**src/rtl/dmi_if.sv**
```systemverilog
// DMI request/response channel between the debug transport (initiator) and the debug module.
interface dmi_if #(
    parameter int unsigned AddressWidth = 7,
    parameter int unsigned DataWidth    = 32
) ();
    logic                    req_valid;
    logic                    req_ready;
    logic [AddressWidth-1:0] req_addr;
    logic [DataWidth-1:0]    req_data;
    logic [1:0]              req_op;
    logic                    rsp_valid;
    logic                    rsp_ready;
    logic [DataWidth-1:0]    rsp_data;
    logic [1:0]              rsp_op;

    modport master (
        output req_valid, req_addr, req_data, req_op, rsp_ready,
        input  req_ready, rsp_valid, rsp_data, rsp_op
    );

    modport slave (
        input  req_valid, req_addr, req_data, req_op, rsp_ready,
        output req_ready, rsp_valid, rsp_data, rsp_op
    );
endinterface

```
**src/rtl/dmi_uart_dtm.sv**
```systemverilog
// UART debug transport: decodes binary request frames from the host, issues one DMI
// transaction per frame and returns the status/data as a UART response frame.
module dmi_uart_dtm #(
    parameter int unsigned ClockHz      = 50000000,
    parameter int unsigned BaudRate     = 115200,
    parameter int unsigned DataWidth    = 32,
    parameter int unsigned AddressWidth = 7,
    parameter int unsigned TimeoutBits  = 64
) (
    input  logic  clk,
    input  logic  rst_n,
    input  logic  uart_rx,
    output logic  uart_tx,
    dmi_if.master dmi
);
    localparam int unsigned Div           = (ClockHz + BaudRate / 2) / BaudRate;
    localparam int unsigned Half          = Div / 2;
    localparam int unsigned Nb            = DataWidth / 8;
    localparam int unsigned FrameBytes    = Nb + 2;
    localparam int unsigned TimeoutCycles = TimeoutBits * Div;
    localparam int unsigned DivW          = $clog2(Div);
    localparam int unsigned TmoW          = $clog2(TimeoutCycles + 1);
    localparam int unsigned CntW          = $clog2(FrameBytes + 1);

    localparam logic [DivW-1:0] DivMax  = DivW'(Div - 1);
    localparam logic [DivW-1:0] HalfMax = DivW'(Half - 1);
    localparam logic [TmoW-1:0] TmoMax  = TmoW'(TimeoutCycles);
    localparam logic [CntW-1:0] LastCnt = CntW'(FrameBytes - 1);
    localparam logic [CntW-1:0] TxLast  = CntW'(Nb);

    localparam logic [1:0] StRxFrame = 2'd0;
    localparam logic [1:0] StIssue   = 2'd1;
    localparam logic [1:0] StWaitRsp = 2'd2;
    localparam logic [1:0] StTxFrame = 2'd3;

    // ---------------- UART receiver ----------------
    logic [1:0]      rx_sync_q;
    logic            rx_prev_q;
    logic            rx_busy_q;
    logic [3:0]      rx_bit_q;
    logic [DivW-1:0] rx_div_q;
    logic [7:0]      rx_shift_q;
    logic            rx_s;
    logic            rx_done;
    logic            rx_ok;

    assign rx_s    = rx_sync_q[1];
    // Stop-bit sample strobe; rx_ok qualifies it with a valid (high) stop bit.
    assign rx_done = rx_busy_q && (rx_bit_q == 4'd9) && (rx_div_q == DivMax);
    assign rx_ok   = rx_done && rx_s;

    always_ff @(posedge clk or negedge rst_n) begin
        if (!rst_n) begin
            rx_sync_q  <= 2'b11;
            rx_prev_q  <= 1'b1;
            rx_busy_q  <= 1'b0;
            rx_bit_q   <= '0;
            rx_div_q   <= '0;
            rx_shift_q <= '0;
        end else begin
            rx_sync_q <= {rx_sync_q[0], uart_rx};
            rx_prev_q <= rx_s;
            if (!rx_busy_q) begin
                if (rx_prev_q && !rx_s) begin
                    rx_busy_q <= 1'b1;
                    rx_bit_q  <= '0;
                    rx_div_q  <= '0;
                end
            end else if (rx_bit_q == 4'd0) begin
                if (rx_div_q == HalfMax) begin
                    rx_div_q <= '0;
                    if (rx_s) begin
                        rx_busy_q <= 1'b0;
                    end else begin
                        rx_bit_q <= 4'd1;
                    end
                end else begin
                    rx_div_q <= rx_div_q + 1'b1;
                end
            end else if (rx_div_q == DivMax) begin
                rx_div_q <= '0;
                if (rx_bit_q == 4'd9) begin
                    rx_busy_q <= 1'b0;
                end else begin
                    rx_shift_q <= {rx_s, rx_shift_q[7:1]};
                    rx_bit_q   <= rx_bit_q + 1'b1;
                end
            end else begin
                rx_div_q <= rx_div_q + 1'b1;
            end
        end
    end

    // ---------------- Frame handling, DMI and UART transmitter ----------------
    logic [1:0]              state_q;
    logic [CntW-1:0]         byte_cnt_q;
    logic [TmoW-1:0]         tmo_q;
    logic [1:0]              op_q;
    logic [AddressWidth-1:0] addr_q;
    logic [DataWidth-1:0]    data_q;
    logic [DataWidth-1:0]    data_shifted;
    logic                    req_valid_q;
    logic                    rsp_ready_q;
    logic [AddressWidth-1:0] req_addr_q;
    logic [DataWidth-1:0]    req_data_q;
    logic [1:0]              req_op_q;
    logic [1:0]              status_q;
    logic [DataWidth-1:0]    tx_data_q;
    logic                    tx_q;
    logic                    tx_started_q;
    logic [8:0]              tx_sh_q;
    logic [3:0]              tx_bit_q;
    logic [DivW-1:0]         tx_div_q;
    logic [CntW-1:0]         tx_idx_q;

    // Data bytes arrive LSB first, so each new byte enters at the top of the shift register.
    assign data_shifted = (data_q >> 8) | (DataWidth'(rx_shift_q) << (DataWidth - 8));

    always_ff @(posedge clk or negedge rst_n) begin
        if (!rst_n) begin
            state_q      <= StRxFrame;
            byte_cnt_q   <= '0;
            tmo_q        <= '0;
            op_q         <= '0;
            addr_q       <= '0;
            data_q       <= '0;
            req_valid_q  <= 1'b0;
            rsp_ready_q  <= 1'b0;
            req_addr_q   <= '0;
            req_data_q   <= '0;
            req_op_q     <= '0;
            status_q     <= '0;
            tx_data_q    <= '0;
            tx_q         <= 1'b1;
            tx_started_q <= 1'b0;
            tx_sh_q      <= '1;
            tx_bit_q     <= '0;
            tx_div_q     <= '0;
            tx_idx_q     <= '0;
        end else begin
            unique case (state_q)
                StRxFrame: begin
                    if (rx_done && !rx_ok) begin
                        byte_cnt_q <= '0;
                        tmo_q      <= '0;
                    end else if (rx_ok) begin
                        tmo_q <= '0;
                        if (byte_cnt_q == '0) begin
                            op_q <= rx_shift_q[1:0];
                        end else if (byte_cnt_q == CntW'(1)) begin
                            addr_q <= rx_shift_q[AddressWidth-1:0];
                        end else begin
                            data_q <= data_shifted;
                        end
                        if (byte_cnt_q == LastCnt) begin
                            byte_cnt_q <= '0;
                            if (op_q == 2'b11) begin
                                status_q     <= 2'b10;
                                tx_data_q    <= '0;
                                tx_started_q <= 1'b0;
                                state_q      <= StTxFrame;
                            end else begin
                                req_op_q    <= op_q;
                                req_addr_q  <= addr_q;
                                req_data_q  <= data_shifted;
                                req_valid_q <= 1'b1;
                                state_q     <= StIssue;
                            end
                        end else begin
                            byte_cnt_q <= byte_cnt_q + 1'b1;
                        end
                    end else if (byte_cnt_q == '0) begin
                        tmo_q <= '0;
                    end else if (!rx_busy_q) begin
                        // Only line-idle time between bytes counts toward the timeout.
                        if (tmo_q == TmoMax) begin
                            byte_cnt_q <= '0;
                            tmo_q      <= '0;
                        end else begin
                            tmo_q <= tmo_q + 1'b1;
                        end
                    end
                end
                StIssue: begin
                    if (dmi.req_ready) begin
                        req_valid_q <= 1'b0;
                        rsp_ready_q <= 1'b1;
                        state_q     <= StWaitRsp;
                    end
                end
                StWaitRsp: begin
                    if (dmi.rsp_valid) begin
                        rsp_ready_q  <= 1'b0;
                        status_q     <= dmi.rsp_op;
                        tx_data_q    <= dmi.rsp_data;
                        tx_started_q <= 1'b0;
                        state_q      <= StTxFrame;
                    end
                end
                StTxFrame: begin
                    if (!tx_started_q) begin
                        tx_started_q <= 1'b1;
                        tx_q         <= 1'b0;
                        tx_sh_q      <= {1'b1, 6'b0, status_q};
                        tx_bit_q     <= '0;
                        tx_div_q     <= '0;
                        tx_idx_q     <= '0;
                    end else if (tx_div_q != DivMax) begin
                        tx_div_q <= tx_div_q + 1'b1;
                    end else begin
                        tx_div_q <= '0;
                        if (tx_bit_q == 4'd9) begin
                            if (tx_idx_q == TxLast) begin
                                tx_started_q <= 1'b0;
                                state_q      <= StRxFrame;
                            end else begin
                                tx_idx_q  <= tx_idx_q + 1'b1;
                                tx_q      <= 1'b0;
                                tx_sh_q   <= {1'b1, tx_data_q[7:0]};
                                tx_data_q <= tx_data_q >> 8;
                                tx_bit_q  <= '0;
                            end
                        end else begin
                            tx_q     <= tx_sh_q[0];
                            tx_sh_q  <= {1'b1, tx_sh_q[8:1]};
                            tx_bit_q <= tx_bit_q + 1'b1;
                        end
                    end
                end
            endcase
        end
    end

    assign uart_tx       = tx_q;
    assign dmi.req_valid = req_valid_q;
    assign dmi.req_addr  = req_addr_q;
    assign dmi.req_data  = req_data_q;
    assign dmi.req_op    = req_op_q;
    assign dmi.rsp_ready = rsp_ready_q;
endmodule

```
**src/flat_wrapper.sv**
```systemverilog
// flat-port wrapper written by rule: the top's interface ports become plain ports
module dmi_uart_dtm_flat 
#(
    parameter int unsigned ClockHz      = 50000000,
    parameter int unsigned BaudRate     = 115200,
    parameter int unsigned DataWidth    = 32,
    parameter int unsigned AddressWidth = 7,
    parameter int unsigned TimeoutBits  = 64
)
  (clk, rst_n, uart_rx, uart_tx, dmi_req_valid, dmi_req_addr, dmi_req_data, dmi_req_op, dmi_rsp_ready, dmi_req_ready, dmi_rsp_valid, dmi_rsp_data, dmi_rsp_op);
  dmi_if #(.AddressWidth(AddressWidth), .DataWidth(DataWidth)) dmi_i ();
  input  logic clk;
  input  logic rst_n;
  input  logic uart_rx;
  output logic uart_tx;
  output wire logic [$bits(dmi_i.req_valid)-1:0] dmi_req_valid;
  output wire logic [$bits(dmi_i.req_addr)-1:0] dmi_req_addr;
  output wire logic [$bits(dmi_i.req_data)-1:0] dmi_req_data;
  output wire logic [$bits(dmi_i.req_op)-1:0] dmi_req_op;
  output wire logic [$bits(dmi_i.rsp_ready)-1:0] dmi_rsp_ready;
  input wire logic [$bits(dmi_i.req_ready)-1:0] dmi_req_ready;
  input wire logic [$bits(dmi_i.rsp_valid)-1:0] dmi_rsp_valid;
  input wire logic [$bits(dmi_i.rsp_data)-1:0] dmi_rsp_data;
  input wire logic [$bits(dmi_i.rsp_op)-1:0] dmi_rsp_op;
  assign dmi_req_valid = dmi_i.req_valid;
  assign dmi_req_addr = dmi_i.req_addr;
  assign dmi_req_data = dmi_i.req_data;
  assign dmi_req_op = dmi_i.req_op;
  assign dmi_rsp_ready = dmi_i.rsp_ready;
  assign dmi_i.req_ready = dmi_req_ready;
  assign dmi_i.rsp_valid = dmi_rsp_valid;
  assign dmi_i.rsp_data = dmi_rsp_data;
  assign dmi_i.rsp_op = dmi_rsp_op;
  dmi_uart_dtm #(.ClockHz(ClockHz), .BaudRate(BaudRate), .DataWidth(DataWidth), .AddressWidth(AddressWidth), .TimeoutBits(TimeoutBits)) u_core (.clk(clk), .rst_n(rst_n), .uart_rx(uart_rx), .uart_tx(uart_tx), .dmi(dmi_i));
endmodule
```
**config.mk**
```make
export PLATFORM = sky130hd
export DESIGN_NAME = dmi_uart_dtm_flat
export DESIGN_NICKNAME = d
export VERILOG_FILES = /design/src/rtl/dmi_if.sv /design/src/rtl/dmi_uart_dtm.sv /design/src/flat_wrapper.sv
export SDC_FILE = /design/constraint.sdc
export NUM_CORES = 1
export LEC_CHECK = 0
export ABC_AREA = 1
export BUFFER_PORTS_ARGS = -buffer_cell sky130_fd_sc_hd__buf_2
export CAP_MARGIN = 15
export CORE_MARGIN = 1.5
export CORE_UTILIZATION = 45
export CTS_CLUSTER_DIAMETER = 120
export DETAILED_ROUTE_END_ITERATION = 8
export PLACE_DENSITY = 0.68
export SLEW_MARGIN = 20
export SYNTH_ARGS = -nofsm -noshare
export SYNTH_HDL_FRONTEND = slang
export SYNTH_SLANG_ARGS = --single-unit
```
**constraint.sdc**
```tcl
create_clock -name clk -period 2.2 [get_ports clk]
set_input_delay 0.22 -clock clk [delete_from_list [all_inputs] [get_ports clk]]
set_output_delay 0.22 -clock clk [all_outputs]
set_load 0.005 [all_outputs]
```
==> run_results.csv, run 1 <==
group,metric,value,unit
floorplan,fp.coreArea,19500,sq um
sta,worst_slew_pin_slew,0.453,ns
finish,final_util,53.2,%
routing,routedWlPerCell,13.5,microns
cts,clk_pin_slew,0.08,ns
sta,setup_violations,0,
cts,clock-sinks,181,
floorplan,num_rows,51,
cts,cts_root_buffer,"clkbuf_16",
routing,drt_first_pass_iters,5,
cts,cts_buffer_depth,2,
power,power_density,714,nW/um^2
cts,cts_tree,"built",
yosys,ys_warn_count,0,
routing,dr.first_iter.drc_count,369,
min_path,hold_depth,5,
routing,num_vias,7224,
critical_path,required,2.53,ns
yosys,yosys.area.top_type,"dfrtp_1",
floorplan,io_pins,83,
placement,post-dp-hpwl,13.2,mm
placement,gp_congestion,0.843,
finish,final_layout_size_suffix_gt1_share,18.2,%
critical_path,crit_slowest_cell,"dfrtp_1",
critical_path,crit_family,"simple AND/OR/NAND/NOR gates",
min_path,min_path_type,"in2reg",
floorplan,die_h,144,microns
critical_path,end_kind,"flip-flop",
critical_path,crit_chain,"inv_1 -> ha_1 -> inv_1 -> nor2_1 -> nand2_1 -> nor2_4 -> nand2_2 -> nand2_1 -> nand2_1 -> nand2_4 -> inv_2 -> nor2_1 -> nor2_1",
cts,htree_levels,4,
critical_path,rr_worst_depth,13,
yosys,async_flop_share,100,%
yosys,synth_ff_type,"dfrtp_1",
routing,drc_errors,0,
critical_path,cp_max_fo,16,
yosys,synth_top_area_share,47.3,%
sta,fin_setup_tns,0,ns
sta,period_minus_slack,1.96,ns
critical_path,start_kind,"flip-flop",
finish,fin_nets,1201,
sta,slew_violations,0,
floorplan,dieArea,20700,sq um
yosys,synth_fp_nets,1116,
global_routing,antenna_found_initial,0,
sta,fmax,510,MHz
yosys,yosysMostFrequentCell,"nand2_1",
global_routing,grt_pass1_wl,32.0,mm
placement,numPortBuffers,82,
cts,cts_buffers,17,
yosys,synth.distinct_cells,45,
critical_path,path_class,"reg2reg",
global_routing,grt_overflow,0,
routing,drtAntennaViolNets,0,
yosys,syn_area_per_cell,8.45,sq um
outcome,status,"complete, no violations",
yosys,synth_area,8940,sq um
yosys,ys_seq_area_share,50.9,%
sta,rsz0062_at_grt,"no",
floorplan,die_x,144,microns
yosys,synthCells,1058,
global_routing,grt_util_all_layers,19.4,%
critical_path,crit_buf_inv,3,
finish,area_delta_synth_final,15.8,%
sta,period_share,89.2,%
power,p_leak,5.08,nW
critical_path,crit_arrival,2.29,ns
critical_path,critical_path.max_stage_delay,0.40,ns
sta,finalHoldViolCount,0,
routing,via_per_inst,5.08,
critical_path,path_depth,13,
routing,wirelength,19.2,mm
power,ir_drop,0.000592,V
yosys,ys_top_cells_by_area,"dfrtp_1 (47%), nand2_1 (14%), inv_1 (4.3%)",
global_routing,grt_pass1_vias,6724,
global_routing,grt_max_degree,66,
yosys,ys_ff_latch,181,
power,power,7.39,mW
floorplan,start_util,45.9,%
flow_run,cap_violations,0,
sta,maxSlewHeadroom,69.8,%
sta,whs,0.119,ns
yosys,synth_edf_count,0,
sta,clock_skew,0.00955,ns
cts,cts_setup_buffers,0,
yosys,synthTopCellsByCount,"nand2_1 (326), dfrtp_1 (169), inv_1 (102), o21ai_0 (60), nor2_1 (56)",
cts,insertion_delay,0.44,ns
finish,diodes,0,
metal layers:
layer	vias up	global-route usage, %	part of all wire (%)
li1	3625	-	-
met1	3471	26.9	48
met2	115	31.5	48
met3	13	3.23	2.9
met4	0	5.37	1.0
met5	-	0	0
worst reg2reg max path, stage by stage, from the launching register on:
cell,delay [ns]
dfrtp_1,0.40
inv_1,0.11
ha_1,0.21
inv_1,0.05
nor2_1,0.08
nand2_1,0.10
nor2_4,0.15
nand2_2,0.11
nand2_1,0.07
nand2_1,0.11
nand2_4,0.14
inv_2,0.14
nor2_1,0.13
nor2_1,0.06
worst paths after layout:
check / from / endpoint / slack, ns
max: u_core.rx_div_q[1]$_DFFE_PN0P_ / u_core.tmo_q[10]$_DFFE_PN0P_ / 0.24
min in group asynchronous: rst_n / u_core.tx_data_q[4]$_DFFE_PN0P_ / 0.23
min reg2reg: u_core.rx_sync_q[0]$_DFF_PN1_ / u_core.rx_sync_q[1]$_DFF_PN1_ / 0.36
min: dmi_rsp_data[28] / u_core.tx_data_q[28]$_DFFE_PN0P_ / 0.12
max in group asynchronous: rst_n / u_core.rx_prev_q$_DFF_PN1_ / 1.23
max reg2reg: u_core.rx_div_q[1]$_DFFE_PN0P_ / u_core.tmo_q[10]$_DFFE_PN0P_ / 0.24
cells by family (layout without fill, tap and decap cells):
kind of cell,after synthesis,in the layout,synth area share (%)
and+or+nand+nor,521,521,25.8
DFF,181,181,50.9
AOI/OAI and AO/OA,172,172,11.8
buffers and inverters,151,249,7.48
adders and majority gates,19,19,2.66
xor gates and xnor gates,12,12,1.18
muxes,2,2,0.224
cell type report:
| class | count | area [sq um] |
|---|---|---|
| clock buffers | 17 | 425 |
| clock inverters | 15 | 219 |
| fillers | 1826 | 9110 |
| inverters | 109 | 409 |
| multi-input cells | 726 | 3740 |
| flip-flops and latches | 181 | 4540 |
| well taps | 265 | 332 |
| repair buffers | 108 | 682 |
flip-flops by register name (all words and copies together) (netlist names), 2 cells and up:
name / cells
u_core.tx_bit_q: 4
u_core.dmi.req_addr: 7
u_core.dmi.req_data: 32
u_core.rx_bit_q: 4
u_core.rx_div_q: 9
u_core.op_q: 2
u_core.tx_data_q: 32
u_core.status_q: 2
u_core.data_q: 24
u_core.dmi.req_op: 2
u_core.tx_idx_q: 3
u_core.tmo_q: 15
u_core.rx_sync_q: 2
u_core.tx_div_q: 9
u_core.tx_sh_q: 8
u_core.addr_q: 7
u_core.state_q: 2
u_core.rx_shift_q: 8
u_core.byte_cnt_q: 3
stage by stage:
| step | worst slack (ns) | instance area [sq um] | instances |
|---|---|---|---|
| final | 0.237 | 10400 | 1421 |
| after global routing | 0.0408 | 10400 | 1421 |
| after CTS | 0.236 | 10300 | 1421 |
| after detailed placement | 0.246 | 9680 | 1387 |
| after global placement | 0.332 | 9680 | 1387 |
| after floorplan | 0.415 | 8940 | 1058 |
placed cells by master, fill, tap and decap left out, types with 9 or more instances in the layout:
cell type,synthesis,layout
nand2_2,13,12
a22o_1,24,24
xor2_1,9,9
o21ai_0,60,60
buf_4,1,19
a21oi_1,15,15
nor2_1,56,56
buf_2,18,81
nand4_1,46,46
nor3_1,12,12
inv_1,102,102
nand2_1,326,326
dfstp_2,12,12
nand3_1,45,45
o21ai_2,18,19
dfrtp_1,169,169
o21ai_1,41,40
clkbuf_16,0,17
ha_1,19,19
where the power goes:
part	internal (mW)	switching [mW]	total, mW
clock	1.59	1.59	3.18
combinational	0.247	0.473	0.720
sequential	3.40	0.0931	3.49
repair_timing:
item	4_1_cts	5_1_grt
endpoints found under the setup margin	0	2
endpoints found under the hold margin	25	0
gates resized for setup	0	1
hold buffers	2	0
(Power assumes the default switching activity.)
==> inputs of run 2 (changes only) <==
ABC_AREA = default   (was 1)
TNS_END_PERCENT = 10   (was default)
==> run_results.csv, run 2 <==
group,metric,value,unit
outcome,status,"finished with violations",
outcome,violations,"design-rule violations, negative setup slack",
critical_path,r2r-end,"u_core.tx_data_q[22]$_DFFE_PN0P_",
routing,met3_length,806,microns
sta,slew_violations,0,
critical_path,path_class,"reg2reg",
critical_path,crit_family,"simple AND/OR/NAND/NOR gates",
critical_path,required,2.51,ns
routing,wirelength,18.1,mm
critical_path,cp_max_fo,13,
floorplan,num_rows,49,
yosys,ys_top_cells_by_area,"dfrtp_1 (50%), mux2_2 (14%), dfstp_2 (3.8%)",
routing,dr.first_iter.drc_count,339,
cts,clock-sinks,181,
yosys,synth_ff_type,"dfrtp_1",
global_routing,grt_pass1_vias,6174,
power,power_density,675,nW/um^2
power,ir_drop,0.000494,V
yosys,synth.distinct_cells,58,
cts,insertion_delay,0.44,ns
routing,via_per_inst,5.34,
power,p_int,5.33,mW
yosys,synth_fp_nets,782,
routing,routed-wl-met2,8.34,mm
power,p_clk_share,43.9,%
flow_run,cap_violations,0,
critical_path,rr_worst_depth,7,
critical_path,reg2reg_slack,-0.23,ns
cts,htree_levels,4,
finish,fillCellCount,1496,
sta,maxSlewHeadroom,52.6,%
sta,setup_violations,63,
global_routing,grt_max_degree,55,
finish,area_delta_synth_final,25.9,%
critical_path,start_kind,"flip-flop",
sta,worst_slew_pin_slew,0.707,ns
critical_path,crit_arrival,2.75,ns
placement,numPortBuffers,82,
routing,drtAntennaViolNets,0,
floorplan,die_h,140,microns
finish,final_layout_size_suffix_gt1_share,38.3,%
critical_path,crit_slowest_cell,"or4b_4",
yosys,yosys.area.top_type,"dfrtp_1",
yosys,syn_area_per_cell,11.6,sq um
floorplan,start_util,46.3,%
floorplan,io_pins,83,
yosys,synthTopCellsByCount,"dfrtp_1 (169), mux2_2 (107), nand2_1 (77), o21ai_0 (46), inv_1 (33)",
finish,regArea,4540,sq um
sta,clock_skew,0.0213,ns
finish,final_cells,1130,
finish,final_util,58.3,%
yosys,synth_area,8400,sq um
power,p_leak,5.19,nW
power,power,7.14,mW
critical_path,critical_path.max_stage_delay,0.58,ns
sta,period_share,111,%
global_routing,grt_util_all_layers,19.5,%
routing,num_vias,6032,
floorplan,die_x,140,microns
critical_path,reg2reg_from,"u_core.rx_div_q[3]$_DFFE_PN0P_",
cts,cts_buffer_depth,2,
critical_path,path_depth,7,
routing,wl_met1,8.70,mm
finish,final_common_cell,"dfrtp_1",
cts,cts_tree,"built",
yosys,yosysMostFrequentCell,"dfrtp_1",
power,pwr-share-seq,48.3,%
finish,multi_input_area,3720,sq um
power,power_frac_comb,7.8,%
sta,fin_setup_tns,-6.93,ns
global_routing,grt_pass1_wl,30.4,mm
cts,cts_root_buffer,"clkbuf_16",
sta,setup_slack,-0.233,ns
finish,fin_nets,946,
sta,period_minus_slack,2.43,ns
global_routing,grt_overflow,0,
yosys,synth_top_area_share,50.3,%
placement,post-dp-hpwl,12.3,mm
yosys,ys_seq_area_share,54.1,%
critical_path,endpoint,"u_core.tx_data_q[22]$_DFFE_PN0P_",
cts,clk_pin_slew,0.08,ns
floorplan,dieArea,19500,sq um
yosys,synth_edf_count,0,
critical_path,crit_chain,"or4b_4 -> nor4_4 -> nand3_2 -> a221oi_4 -> buf_6 -> clkbuf_16 -> mux2_2",
routing,drt_first_pass_iters,7,
routing,routedWlPerCell,16.0,microns
min_path,min_path_type,"in2reg",
placement,placed_area,9690,sq um
finish,final_cell_mix,"dfrtp_1 (169), mux2_2 (91), buf_2 (81), buf_4 (81), nand2_1 (77)",
sta,finalHoldViolCount,0,
critical_path,crit_buf_inv,2,
sta,rsz0062_at_grt,"yes",
critical_path,end_kind,"flip-flop",
placement,placedCellCount,1088,
yosys,synthCells,724,
routing,drc_errors,3,
yosys,ys_ff_latch,181,
finish,diodes,0,
critical_path,crit_start,"u_core.rx_div_q[3]$_DFFE_PN0P_",
yosys,async_flop_share,100,%
routing,highest_layer,"met4",
floorplan,fp.coreArea,18100,sq um
placement,gp_congestion,0.802,
power,swShare,25.4,%
power,switchingPower,1.81,mW
cts,cts_buffers,17,
finish,design_area,10600,sq um
yosys,ys_warn_count,0,
global_routing,antenna_found_initial,0,
sta,fmax,411,MHz
==> run 2: cells by family (layout without fill, tap and decap cells) <==
family | count (synthesis) | in the layout | share of synthesized area [%]
buffers and inverters | 66 | 243 | 3.26
adder cells (fa/ha/maj) | 19 | 19 | 2.83
AO/OA/AOI/OAI | 131 | 131 | 10.4
multiplexers | 131 | 131 | 17.2
XOR/XNOR | 8 | 8 | 0.834
AND/OR/NAND/NOR | 188 | 188 | 11.4
flip-flops | 181 | 181 | 54.1
==> run 2: worst register-to-register path, cell delays in order, from the launching register on <==
cell	delay, ns
dfrtp_1	0.39
or4b_4	0.58
nor4_4	0.21
nand3_2	0.15
a221oi_4	0.29
buf_6	0.17
clkbuf_16	0.18
mux2_2	0.34
==> run 2: power groups by stage <==
stage / clock (mW) / combinational, mW / sequential, mW
final: 3.14 / 0.554 / 3.45
after global routing: 3.34 / 0.630 / 3.45
after CTS: 3.23 / 0.544 / 3.44
after detailed placement: 0 / 0.517 / 3.50
after global placement: 0 / 0.508 / 3.50
after floorplan: 0 / 0.178 / 3.52
==> run 2: metal layers <==
metal / track usage (%) / vias to the layer above
met5: 0 / -
met4: 7.04 / 0
met3: 5.40 / 19
met2: 30.5 / 112
met1: 26.2 / 2980
li1: - / 2921
==> run 2: how the worst min path moves through the flow <==
stage / startpoint / end / slack [ns] / depth (start not counted)
2_1_floorplan: rst_n / u_core.addr_q[0]$_DFFE_PN0P_ / -0.08 / 0
3_3_place_gp: rst_n / u_core.tx_data_q[20]$_DFFE_PN0P_ / 0.20 / 1
3_5_place_dp: rst_n / u_core.tx_data_q[20]$_DFFE_PN0P_ / 0.20 / 1
4_1_cts: dmi_rsp_data[30] / u_core.tx_data_q[30]$_DFFE_PN0P_ / 0.01 / 3
5_1_grt: dmi_rsp_data[27] / u_core.tx_data_q[27]$_DFFE_PN0P_ / 0.03 / 3
6_report: dmi_rsp_data[30] / u_core.tx_data_q[30]$_DFFE_PN0P_ / 0.03 / 3
==> run 2: through the flow <==
stage,hold slack [ns],worst slack [ns]
floorplan,-0.0756,-0.181
global placement,0.195,-0.163
finish,0.0279,-0.233
detailed placement,0.200,-0.277
global route,0.0255,-0.328
CTS,0.0147,-0.202
==> run 2: area by class of cell <==
class,instances,area share (%)
flip-flops and latches,181,43.0
clock inverters,15,1.89
repair buffers,178,12.1
inverters,33,1.17
clock buffers,17,4.02
multi-input cells,477,35.2
well taps,229,2.71
==> run 2: timing repair <==
| action | CTS | global route |
|---|---|---|
| pin swaps | 2 | 0 |
| hold buffers | 2 | 0 |
| gates resized for setup | 14 | 21 |
| endpoints found under the hold margin | 48 | 0 |
| buffers inserted | 4 | 3 |
| cloned | 0 | 2 |
| endpoints found under the setup margin | 61 | 127 |
